$ cat src/rtl/if_fetch_queue_pkg.sv
// Shared constants and types for the fetch-side prefetch queue.
// Holds the SPARC nop encoding, the default depth and the {instr, pc} entry layout.
package if_fetch_queue_pkg;

    localparam int unsigned FQ_DEPTH    = 4;
    localparam logic [31:0] FQ_NOP_WORD = 32'h0100_0000;
    localparam logic [31:0] FQ_PC_INCR  = 32'd4;

    typedef struct packed {
        logic [31:0] instr;
        logic [31:0] pc;
    } fetch_entry_t;

    localparam fetch_entry_t FQ_ENTRY_ZERO = '{instr: 32'h0000_0000, pc: 32'h0000_0000};

    // Word-align a redirect target; the low two bits are discarded.
    function automatic logic [31:0] align_pc(input logic [31:0] pc);
        return {pc[31:2], 2'b00};
    endfunction

endpackage

$ cat src/rtl/if_fetch_queue_if.sv
// Bundles the instruction-memory port, the IF/ID dequeue handshake and the redirect request.
// The master side is the fetch queue; the slave side is the surrounding pipeline.
interface if_fetch_queue_if #(
    parameter int unsigned DEPTH = 4
) ();
    localparam int unsigned CW = $clog2(DEPTH) + 1;

    logic [31:0]   imem_addr;
    logic [31:0]   imem_data;
    logic          deq_ready;
    logic          deq_valid;
    logic [31:0]   deq_instr;
    logic [31:0]   deq_pc;
    logic          redirect;
    logic [31:0]   redirect_pc;
    logic [CW-1:0] occupancy;

    modport master (
        output imem_addr,
        input  imem_data,
        input  deq_ready,
        output deq_valid,
        output deq_instr,
        output deq_pc,
        input  redirect,
        input  redirect_pc,
        output occupancy
    );

    modport slave (
        input  imem_addr,
        output imem_data,
        output deq_ready,
        input  deq_valid,
        input  deq_instr,
        input  deq_pc,
        output redirect,
        output redirect_pc,
        input  occupancy
    );
endinterface

$ cat src/rtl/if_fetch_queue_fifo.sv
// Circular buffer of fetch entries with head/tail pointers, an entry count and a flush.
// Pointers wrap naturally because DEPTH is a power of two.
module fetch_queue_fifo
    import if_fetch_queue_pkg::*;
#(
    parameter int unsigned DEPTH = FQ_DEPTH
) (
    input  logic                       clk,
    input  logic                       rst_n,
    input  logic                       flush,
    input  logic                       push,
    input  logic                       pop,
    input  fetch_entry_t               wr_entry,
    output fetch_entry_t               rd_entry,
    output logic [$clog2(DEPTH):0]     count
);
    localparam int unsigned PW = $clog2(DEPTH);
    localparam int unsigned CW = PW + 1;

    fetch_entry_t  mem_r [DEPTH];
    logic [PW-1:0] head_r;
    logic [PW-1:0] tail_r;
    logic [CW-1:0] count_r;
    logic [CW-1:0] count_nxt_s;

    // Next entry count from the push/pop pair.
    always_comb begin
        count_nxt_s = count_r;
        case ({push, pop})
            2'b10:   count_nxt_s = count_r + CW'(1);
            2'b01:   count_nxt_s = count_r - CW'(1);
            default: count_nxt_s = count_r;
        endcase
    end

    // Pointer and count registers; flush empties the queue in one edge.
    always_ff @(posedge clk or negedge rst_n) begin
        if (!rst_n) begin
            head_r  <= {PW{1'b0}};
            tail_r  <= {PW{1'b0}};
            count_r <= {CW{1'b0}};
        end else if (flush) begin
            head_r  <= {PW{1'b0}};
            tail_r  <= {PW{1'b0}};
            count_r <= {CW{1'b0}};
        end else begin
            if (push) begin
                tail_r <= tail_r + PW'(1);
            end
            if (pop) begin
                head_r <= head_r + PW'(1);
            end
            count_r <= count_nxt_s;
        end
    end

    // Entry storage; cleared on reset so nothing undefined ever sits in the array.
    always_ff @(posedge clk or negedge rst_n) begin
        if (!rst_n) begin
            for (int i = 0; i < int'(DEPTH); i++) begin
                mem_r[i] <= FQ_ENTRY_ZERO;
            end
        end else if (push && !flush) begin
            mem_r[tail_r] <= wr_entry;
        end
    end

    assign rd_entry = mem_r[head_r];
    assign count    = count_r;

endmodule

$ cat src/rtl/if_fetch_queue.sv
// Fetch-side prefetch queue: owns the fetch PC, buffers {instr, pc} pairs and presents the
// head to IF/ID; a redirect flushes everything and restarts fetch at the aligned target.
module if_fetch_queue
    import if_fetch_queue_pkg::*;
#(
    parameter int unsigned DEPTH    = FQ_DEPTH,
    parameter logic [31:0] RESET_PC = 32'h0000_0000,
    parameter logic [31:0] NOP_WORD = FQ_NOP_WORD
) (
    input  logic              Clk,
    input  logic              R,
    if_fetch_queue_if.master  bus
);
    localparam int unsigned CW = $clog2(DEPTH) + 1;

    logic [31:0]   fetch_pc_r;
    fetch_entry_t  wr_entry_s;
    fetch_entry_t  head_entry_s;
    logic [CW-1:0] count_s;
    logic          empty_s;
    logic          full_s;
    logic          pop_s;
    logic          push_s;

    // Handshake gating: redirect suppresses both push and pop on its edge.
    always_comb begin
        empty_s    = (count_s == {CW{1'b0}});
        full_s     = (count_s == CW'(DEPTH));
        pop_s      = bus.deq_ready & ~empty_s & ~bus.redirect;
        push_s     = (~full_s | pop_s) & ~bus.redirect;
        wr_entry_s = '{instr: bus.imem_data, pc: fetch_pc_r};
    end

    // Fetch PC: redirect target wins, otherwise advance by one word per push.
    always_ff @(posedge Clk or negedge R) begin
        if (!R) begin
            fetch_pc_r <= RESET_PC;
        end else if (bus.redirect) begin
            fetch_pc_r <= align_pc(bus.redirect_pc);
        end else if (push_s) begin
            fetch_pc_r <= fetch_pc_r + FQ_PC_INCR;
        end else begin
            fetch_pc_r <= fetch_pc_r;
        end
    end

    fetch_queue_fifo #(
        .DEPTH (DEPTH)
    ) u_fifo (
        .clk      (Clk),
        .rst_n    (R),
        .flush    (bus.redirect),
        .push     (push_s),
        .pop      (pop_s),
        .wr_entry (wr_entry_s),
        .rd_entry (head_entry_s),
        .count    (count_s)
    );

    // Head presentation; an empty queue shows a nop at PC 0 so stale storage never leaks out.
    always_comb begin
        bus.deq_valid = ~empty_s;
        if (empty_s) begin
            bus.deq_instr = NOP_WORD;
            bus.deq_pc    = 32'h0000_0000;
        end else begin
            bus.deq_instr = head_entry_s.instr;
            bus.deq_pc    = head_entry_s.pc;
        end
    end

    assign bus.imem_addr = fetch_pc_r;
    assign bus.occupancy = count_s;

endmodule

$ cat src/flat_wrapper.sv
// flat-port wrapper written by rule: the top's interface ports become plain ports
module if_fetch_queue_flat import if_fetch_queue_pkg::*;
#(
    parameter int unsigned DEPTH    = FQ_DEPTH,
    parameter logic [31:0] RESET_PC = 32'h0000_0000,
    parameter logic [31:0] NOP_WORD = FQ_NOP_WORD
)
  (Clk, R, bus_imem_addr, bus_imem_data, bus_deq_ready, bus_deq_valid, bus_deq_instr, bus_deq_pc, bus_redirect, bus_redirect_pc, bus_occupancy);
  if_fetch_queue_if #(.DEPTH(DEPTH)) bus_i ();
  input  logic Clk;
  input  logic R;
  output wire logic [$bits(bus_i.imem_addr)-1:0] bus_imem_addr;
  input wire logic [$bits(bus_i.imem_data)-1:0] bus_imem_data;
  input wire logic [$bits(bus_i.deq_ready)-1:0] bus_deq_ready;
  output wire logic [$bits(bus_i.deq_valid)-1:0] bus_deq_valid;
  output wire logic [$bits(bus_i.deq_instr)-1:0] bus_deq_instr;
  output wire logic [$bits(bus_i.deq_pc)-1:0] bus_deq_pc;
  input wire logic [$bits(bus_i.redirect)-1:0] bus_redirect;
  input wire logic [$bits(bus_i.redirect_pc)-1:0] bus_redirect_pc;
  output wire logic [$bits(bus_i.occupancy)-1:0] bus_occupancy;
  assign bus_imem_addr = bus_i.imem_addr;
  assign bus_i.imem_data = bus_imem_data;
  assign bus_i.deq_ready = bus_deq_ready;
  assign bus_deq_valid = bus_i.deq_valid;
  assign bus_deq_instr = bus_i.deq_instr;
  assign bus_deq_pc = bus_i.deq_pc;
  assign bus_i.redirect = bus_redirect;
  assign bus_i.redirect_pc = bus_redirect_pc;
  assign bus_occupancy = bus_i.occupancy;
  if_fetch_queue #(.DEPTH(DEPTH), .RESET_PC(RESET_PC), .NOP_WORD(NOP_WORD)) u_core (.Clk(Clk), .R(R), .bus(bus_i));
endmodule
$ cat config.mk
export PLATFORM = sky130hd
export DESIGN_NAME = if_fetch_queue_flat
export DESIGN_NICKNAME = d
export VERILOG_FILES = /design/src/rtl/if_fetch_queue_pkg.sv /design/src/rtl/if_fetch_queue_if.sv /design/src/rtl/if_fetch_queue_fifo.sv /design/src/rtl/if_fetch_queue.sv /design/src/flat_wrapper.sv
export SDC_FILE = /design/constraint.sdc
export NUM_CORES = 1
export LEC_CHECK = 0
export BUFFER_PORTS_ARGS = -buffer_cell sky130_fd_sc_hd__buf_2
export CAP_MARGIN = 5
export CORE_ASPECT_RATIO = 1.1
export CORE_MARGIN = 5
export CORE_UTILIZATION = 45
export DETAILED_ROUTE_END_ITERATION = 10
export GPL_ROUTABILITY_DRIVEN = 0
export PLACE_DENSITY = 0.67
export SLEW_MARGIN = 15
export SYNTH_ARGS = -nofsm -noshare
export SYNTH_HDL_FRONTEND = slang
export SYNTH_SLANG_ARGS = --single-unit
$ cat constraint.sdc
create_clock -name Clk -period 2.05 [get_ports Clk]
set_clock_uncertainty 0.05 [all_clocks]
set_input_delay 0.205 -clock Clk [delete_from_list [all_inputs] [get_ports Clk]]
set_output_delay 0.205 -clock Clk [all_outputs]
set_load 0.03 [all_outputs]
==> impl_metrics.env <==
export IMPL_status="complete, but fails checks"
export IMPL_violations="negative setup slack"
export IMPL_final_util_pct=61.25
export IMPL_maxCapViolCount=0
export IMPL_avgViaCountPerCell=5.440
export IMPL_grt_ovfl_total=0
export IMPL_area_growth_pct=33.77
export IMPL_die_w_um=173.4
export IMPL_regArea_um2=7144
export IMPL_ys_ff_latch=285
export IMPL_worstSetupStartpointType="flip-flop"
export IMPL_leakage_nw=7.840
export IMPL_path_clk_slew_ps=60
export IMPL_grt_max_degree=71
export IMPL_reg2reg_slack_ps=50
export IMPL_wl_mm=34.73
export IMPL_stdcell_count=1599
export IMPL_ys_types=34
export IMPL_core_area_um2=28870
export IMPL_rows=65
export IMPL_cts_tree="done"
export IMPL_rsz0062_at_grt="yes"
export IMPL_dpl_cell_area_um2=14930
export IMPL_ir_drop_mv=0.9275
export IMPL_synth_cells=933
export IMPL_drc=0
export IMPL_r2r_end="u_core.u_fifo.mem_r[178]$_DFFE_PN0P_"
export IMPL_layout_cells_most_common="dfrtp_1"
export IMPL_fp_dieArea_um2=32910
export IMPL_drtPass1Iterations=4
export IMPL_hold_violations=0
export IMPL_pwr_density_cell_nw_per_um2=1543
export IMPL_vias=8698
export IMPL_grt_pass1_wl_mm=52.16
export IMPL_cts_made_buffers=30
export IMPL_path_max_fanout=8
export IMPL_chipHeight_um=189.8
export IMPL_worstSkewPairLatency_ps=560
export IMPL_final_cell_mix="279 x dfrtp_1, 206 x mux2_2, 97 x buf_2, 65 x buf_6, 65 x dlygate4sd3_1"
export IMPL_fin_ws_ps=-368.7
export IMPL_hold_ws_ps=198.9
export IMPL_drtAntennaViolNets=0
export IMPL_final_area_um2=17680
export IMPL_period_needed_ps=2419
export IMPL_nFillCells=2189
export IMPL_rr_worst_depth=8
export IMPL_dp_hpwl_mm=19.98
export IMPL_cts_root_buffer="clkbuf_16"
export IMPL_io_buffers=161
export IMPL_max_freq_mhz=413.4
export IMPL_dr_first_iter_drc_count=473
export IMPL_placed_cells=1452
export IMPL_crit_arrival_ps=2160
export IMPL_tightestPinTransition_ps=604.5
export IMPL_setup_violations=62
export IMPL_hold_path_class="in -> async"
export IMPL_cp_required_ps=1790
export IMPL_h_tree_depth=1
export IMPL_multi_input_area_um2=5917
export IMPL_syn_avg_cell_area_um2=14.17
export IMPL_grt_pass1_vias=9293
export IMPL_clock_sinks=285
export IMPL_start_util_pct=45.79
export IMPL_grt_use_total_pct=19.62
export IMPL_slew_headroom_pct=59.70
export IMPL_endpoint_kind="output pin"
export IMPL_nets=1284
export IMPL_clock_path_buffers=3
export IMPL_synth_area_um2=13220
export IMPL_ys_seq_area_share_pct=53.95
export IMPL_fin_crit_sh_pct=118.0
export IMPL_drive_gt1_share_pct=51.87
export IMPL_ios=168
export IMPL_drv_slew=0
export IMPL_fin_tns_setup_ps=-20140
export IMPL_yosys_warnings=0
export IMPL_wl_per_cell_um=21.72
export IMPL_r2r_start="u_core.u_fifo.count[0]$_DFFE_PN0P_"
export IMPL_critPathKind="reg -> out"
export IMPL_antenna_found_initial=1
-- kinds of logic (layout without fill, tap and decap cells) --
family | count (synthesis) | after routing | synth area share, %
buf+inv | 81 | 375 | 2.811
mux | 304 | 304 | 31.16
simple gates | 174 | 174 | 7.155
fa+ha+maj | 7 | 7 | 0.6625
compound gates | 48 | 48 | 2.054
other cells | 1 | 5 | 0.02837
xor+xnor | 33 | 33 | 2.186
flops | 285 | 285 | 53.95
-- where the power goes --
part / total (mW) / switching (mW) / internal (mW)
sequential: 9.18 / 1.19 / 8.00
combinational: 12.8 / 5.76 / 7.01
clock: 5.33 / 2.19 / 3.14
total: 27.3 / 9.14 / 18.1
-- worst max-delay path: stages (launching register included) --
cell     delay (ps)
dfrtp_4         460
buf_12          160
buf_12          150
mux4_2          540
and2_4          160
buf_6           130
-- sequential cells by signal, indices dropped and copies added, names as in the netlist --
signal / count
u_core.u_fifo.head_r: 2
u_core.u_fifo.tail_r: 2
u_core.bus.imem_addr: 30
u_core.u_fifo.mem_r: 248
u_core.u_fifo.count: 3
-- through the flow --
step / total power [mW] / worst slack, ps
2_1_floorplan: 15.92 / 2.562
3_3_place_gp: 18.65 / 92.28
3_5_place_dp: 18.95 / 56.55
4_1_cts: 25.86 / -425.8
5_1_grt: 28.63 / -449.9
6_report: 27.28 / -368.7
-- what timing repair did --
action                                  CTS  global route
gates cloned                              1            16
buffers inserted                          0            11
endpoints found under the setup margin   63           149
pin swaps                                28            30
endpoints found under the hold margin   221             0
resized for setup                       120           101
hold buffers                             65             0
-- synth_stat cells --
cell type | instances | area share (%)
buf_1 | 2 | 0.057
nand2b_1 | 1 | 0.047
buf_2 | 34 | 1.3
o21bai_1 | 1 | 0.057
o21ai_1 | 2 | 0.076
xnor2_1 | 10 | 0.66
dfrtp_1 | 285 | 54
conb_1 | 1 | 0.028
mux2_2 | 206 | 18
a21oi_4 | 1 | 0.12
xor2_1 | 23 | 1.5
mux4_2 | 62 | 11
a211oi_1 | 2 | 0.11
nor4_1 | 2 | 0.095
nand2_1 | 48 | 1.4
a21oi_1 | 4 | 0.15
mux2i_1 | 2 | 0.15
mux2_1 | 34 | 2.9
clkbuf_1 | 29 | 0.82
nor2_1 | 12 | 0.34
and2_1 | 68 | 3.2
nor3_1 | 1 | 0.038
inv_1 | 8 | 0.23
o21ai_0 | 36 | 1.4
and3_1 | 5 | 0.24
nand2_4 | 4 | 0.34
nand4_1 | 17 | 0.80
clkbuf_2 | 2 | 0.076
nand2b_4 | 1 | 0.10
nand3_1 | 15 | 0.57
ha_1 | 7 | 0.66
buf_4 | 6 | 0.34
a211oi_2 | 1 | 0.095
a221o_1 | 1 | 0.076
-- layer usage --
metal  up-vias  part of all wire (%)  track usage (%)
li1       3903                     -                -
met1      4548                    45            27.30
met2       218                    49            32.91
met3        29                   4.9            3.676
met4         0                   1.5            3.469
met5         -                     0                0
-- worst max-delay path by stage --
stage	start	end	slack, ps
after floorplan	u_core.u_fifo.count[0]$_DFFE_PN0P_	u_core.u_fifo.mem_r[198]$_DFFE_PN0P_	3
after global placement	u_core.u_fifo.count[0]$_DFFE_PN0P_	u_core.u_fifo.mem_r[134]$_DFFE_PN0P_	90
after detailed placement	u_core.u_fifo.count[0]$_DFFE_PN0P_	u_core.u_fifo.mem_r[137]$_DFFE_PN0P_	60
after CTS	u_core.u_fifo.head_r[0]$_DFFE_PN0P_	bus_deq_instr[9]	-430
after global routing	u_core.u_fifo.head_r[0]$_DFFE_PN0P_	bus_deq_pc[29]	-450
final	u_core.u_fifo.head_r[0]$_DFFE_PN0P_	bus_deq_pc[29]	-370
-- layout make-up --
class	count	area share, %
tap	368	2.604
inverter	8	0.1698
sequential	285	40.40
multi-input combinational	570	33.46
timing repair buffer	314	17.86
clock buffer	49	5.158
antenna	1	0.01415
clock inverter	4	0.3325
Power figures use the tool's default switching activity.
